**config.mk**
```make
export PLATFORM = sky130hd
export DESIGN_NAME = systolic_drain
export DESIGN_NICKNAME = d
export VERILOG_FILES = /design/src/rtl/systolic_drain.sv
export SDC_FILE = /design/constraint.sdc
export NUM_CORES = 1
export LEC_CHECK = 0
export BUFFER_PORTS_ARGS = -buffer_cell sky130_fd_sc_hd__buf_4
export CAP_MARGIN = 30
export CORE_ASPECT_RATIO = 0.75
export CORE_MARGIN = 2
export CORE_UTILIZATION = 42
export CTS_BUF_LIST = sky130_fd_sc_hd__clkbuf_16
export DETAILED_ROUTE_END_ITERATION = 8
export PLACE_DENSITY = 0.66
export SKIP_CTS_REPAIR_TIMING = 1
export SLEW_MARGIN = 5
export SYNTH_ARGS = -nofsm -noshare
export SYNTH_HDL_FRONTEND = slang
export SYNTH_SLANG_ARGS = --single-unit
```
**constraint.sdc**
```tcl
create_clock -name clk -period 9.05 [get_ports clk]
set_input_delay 1.3575 -clock clk [delete_from_list [all_inputs] [get_ports clk]]
set_output_delay 1.3575 -clock clk [all_outputs]
set_load 0.005 [all_outputs]
```
**src/rtl/systolic_drain.sv**
```systemverilog
// Frame-to-stream drain for a 4x4 systolic result tile.
// Captures a 16-element frame of signed 32-bit results in one cycle and streams
// it out one element per accepted handshake. A new frame can be captured on the
// cycle of the final transfer so back-to-back frames leave no bubble.
// Frames offered while busy are discarded and flagged on a sticky error bit.
`timescale 1ns/1ps
module systolic_drain (
  input  logic         clk,
  input  logic         reset,
  input  logic [511:0] y_in,
  input  logic         valid_in,
  input  logic         overflow_in,
  output logic         in_ready,
  output logic [31:0]  data_out,
  output logic         out_valid,
  input  logic         out_ready,
  output logic [3:0]   out_index,
  output logic         out_last,
  output logic         out_overflow,
  output logic         drop_err,
  input  logic         clear_err
);

  typedef enum logic {
    StIdle = 1'b0,
    StSend = 1'b1
  } state_e;

  state_e      r_state;
  state_e      w_state_next;
  logic [31:0] r_buf [16];
  logic        r_ovf;
  logic [3:0]  r_idx;
  logic [3:0]  w_idx_next;
  logic        r_drop;

  logic        w_xfer;
  logic        w_at_last;
  logic        w_capture;
  logic        w_drop;

  // Handshake decode, next-state logic and output assignment.
  always_comb begin
    w_at_last    = (r_idx == 4'd15);
    out_valid    = (r_state == StSend);
    w_xfer       = out_valid && out_ready;
    // Busy except when the last element leaves this very cycle.
    in_ready     = (r_state == StIdle) || (w_at_last && out_ready);
    w_capture    = valid_in && in_ready;
    w_drop       = valid_in && !in_ready;
    w_state_next = r_state;
    w_idx_next   = r_idx;

    case (r_state)
      StIdle: begin
        if (w_capture) begin
          w_state_next = StSend;
          w_idx_next   = 4'd0;
        end
      end
      StSend: begin
        if (w_capture) begin
          // Last element leaves and the next frame is loaded together.
          w_state_next = StSend;
          w_idx_next   = 4'd0;
        end else if (w_xfer) begin
          if (w_at_last) begin
            w_state_next = StIdle;
            w_idx_next   = 4'd0;
          end else begin
            w_idx_next = r_idx + 4'd1;
          end
        end
      end
      default: begin
        w_state_next = StIdle;
        w_idx_next   = 4'd0;
      end
    endcase

    data_out     = r_buf[r_idx];
    out_index    = r_idx;
    out_last     = out_valid && w_at_last;
    out_overflow = r_ovf;
    drop_err     = r_drop;
  end

  // State and element index registers.
  always_ff @(posedge clk) begin
    if (reset) begin
      r_state <= StIdle;
      r_idx   <= 4'd0;
    end else begin
      r_state <= w_state_next;
      r_idx   <= w_idx_next;
    end
  end

  // Frame buffer and its overflow tag; loaded only on an accepted frame.
  always_ff @(posedge clk) begin
    if (reset) begin
      for (int k = 0; k < 16; k++) begin
        r_buf[k] <= 32'd0;
      end
      r_ovf <= 1'b0;
    end else if (w_capture) begin
      for (int k = 0; k < 16; k++) begin
        r_buf[k] <= y_in[32*k +: 32];
      end
      r_ovf <= overflow_in;
    end
  end

  // Sticky drop flag; a new drop beats a simultaneous clear.
  always_ff @(posedge clk) begin
    if (reset) begin
      r_drop <= 1'b0;
    end else if (w_drop) begin
      r_drop <= 1'b1;
    end else if (clear_err) begin
      r_drop <= 1'b0;
    end
  end

endmodule

```
==> impl_metrics.ini <==
[synthesis]
synth-seq-area-share_pct = 67.3
ys_top_cells_by_area = edfxtp_1 66%, mux4_2 12%, and2_1 5.7%, nor2b_1 5.2%, and2_2 3.6%
yosysTopAreaCell = edfxtp_1
synthFlopType = edfxtp_1
synth_fp_nets = 1918
yosysMostFrequentCell = edfxtp_1
synth-seq-cells = 523
syn_area_sq_um = 23200
ys_warn_count = 0
syn_inst = 1399
synth_async_sr_flop_share_pct = 0
synthTopCellsByCount = 512 x edfxtp_1, 212 x and2_1, 194 x nor2b_1
yosysTopAreaCellShare_pct = 66.3
avgSynthCellArea_sq_um = 16.6
ys_types = 28
synth_edf_count = 512

[floorplan]
initial_utilization_pct = 42.6
row_count = 74
die-area_sq_um = 57100
die_y_um = 207
die_w_um = 275
pin_count = 559
core_sq_um = 54400

[critical_path]
end_kind = output port
cp.required_ns = 7.69
cp_max_fo = 36
crit_buf_inv = 2
rrSetupSlack_ns = 5.30
slowest_stage = dfxtp_4
setup.worst_path.start_class = register
critPathMaxStageDelay_ns = 0.76
crit_top_cell = buf_4
crit_family = buffers and inverters
cp_cell_sequence = buf_4 -> mux4_2 -> a22oi_1 -> nand2_1 -> buf_4
worstPathArrival_ns = 3.56
crit_type = register to output port

[timing]
finalSetupViolCount = 0
worstMarginPinSlew_ns = 1.15
finalCritPeriodShare_pct = 54.3
rsz0062_at_grt = no
drv_slew = 0
tns_ns = 0
skew_ns = 0.0184
hold_viol_final = 0
fin_crit_ns = 4.91
max_slew_margin_pct = 23.6
whs_ns = 0.496
max_freq_ghz = 0.203

[routing]
num_vias = 13836
drtPass1Iterations = 5
drc = 0
wl_per_cell_um = 23.3
final_antenna_net_count = 0
drt-total-wl_um = 62700
drtIter0Drc = 1145
via_per_inst = 5.14

[min_path]
hold_class = register to register

[global_route]
antenna_found_initial = 10
grt_pass1_wl_um = 91700
grt.total_usage_pct = 21.9
grt_max_degree = 189
grt.overflow.total = 0
grt_pass1_vias = 14723

[clock_tree]
numCtsBuffers = 52
clkTransAtPathRegs_ns = 0.07
clock_tree.root_cell = clkbuf_16
clk_path_buf_depth = 3
tritoncts = yes
clock-sinks = 523
clk_latency_ns = 0.58
h-tree-depth = 2

[place]
hpwlAfterDp_um = 44000
port-buffer-count = 558
place_congestion = 0.863

[power]
peakVddDrop_uv = 137
p_per_area_nw_per_um2 = 185
power.total_mw = 5.48
p_leak_nw = 11.7

[finish]
nets = 2449
syn2layout_area_growth_pct = 27.8
drive_above_1_share_pct = 45.3
nFillCells = 4486

[job]
cap_violations = 0

[outcome]
outcome = finished clean
==> stage by stage <==
step	instance area [sq um]	std cells	util [%]	worst slack (ns)
floorplan	23200	1399	-	0.399
global placement	28000	2596	51.4	4.65
detailed placement	28000	2597	51.5	4.63
CTS	29600	2686	54.3	4.01
global route	29600	2687	54.4	3.84
finish	29600	2692	54.4	4.14
==> kinds of logic after synthesis <==
family | Yosys count | synth area share, %
simple gates | 566 | 15.5
flops | 523 | 67.3
mux | 132 | 12.6
buf+inv | 105 | 2.15
compound gates | 72 | 2.38
fa+ha+maj | 1 | 0.0540
==> cell type report <==
cell class                      count  area (sq um)  share of cell area [%]
Sequential cell                   523         15600                    52.7
Clock inverter                     33           165                   0.558
Antenna cell                        5          12.5                  0.0422
Tap cell                          722           903                    3.05
Timing Repair Buffer              578          4410                    14.9
Clock buffer                       56          1400                    4.73
Inverter                            4          15.0                  0.0507
Multi-Input combinational cell    771          7110                    24.0
==> tightest hold or removal path, stage by stage, from the launching register on <==
cell and delay, ns:
dfxtp_1 0.33, nand2_1 0.06, mux2i_1 0.05
==> layout by cell type, fill, tap and decap left out <==
cell type    n
buf_4      572
edfxtp_1   512
and2_1     211
nor2b_1    192
mux4_2     128
and2_2     112
a22oi_1     65
clkbuf_16   56
nand2_1     39
inv_1       19
clkinv_1    10
dfxtp_1      9
clkinv_2     6
diode_2      5
mux2i_1      4
buf_12       4
a21oi_1      3
nor2b_4      2
or3_1        2
nand3_1      2
a32oi_1      2
dfxtp_4      2
nand4_4      1
nor2_4       1
or2_4        1
and3_2       1
a211oi_4     1
and3b_1      1
a32o_1       1
nor2_1       1
ha_1         1
bufinv_16    1
inv_8        1
buf_6        1
buf_16       1
==> registers in the layout (all words and copies together), names as in the netlist, named ones only <==
name / cells
drop_err: 1
out_index: 4
out_overflow: 1
out_valid: 1
r_buf: 512
==> power by group <==
| group | internal (mW) | total [mW] | switching (mW) |
|---|---|---|---|
| clock network | 1.13 | 2.02 | 0.894 |
| logic | 0.312 | 0.540 | 0.228 |
| registers | 2.87 | 2.92 | 0.0531 |
| total | 4.31 | 5.48 | 1.18 |
==> routing by layer <==
layer	GRT usage, %	part of all wire [%]	vias to the layer above
met5	0	0.097	-
met4	5.87	2.4	10
met3	5.33	8.1	102
met2	38.3	52	503
met1	27.1	38	6952
li1	-	-	6269
==> path summary, 6_finish.rpt <==
check	startpoint	end	cells past startpoint
hold reg to reg	out_overflow	out_overflow	2
hold / removal	out_overflow	out_overflow	2
setup / recovery	register	data_out[2]	5
setup reg to reg	out_index[0]	r_buf[1][20]	6
(Power assumes the default switching activity.)
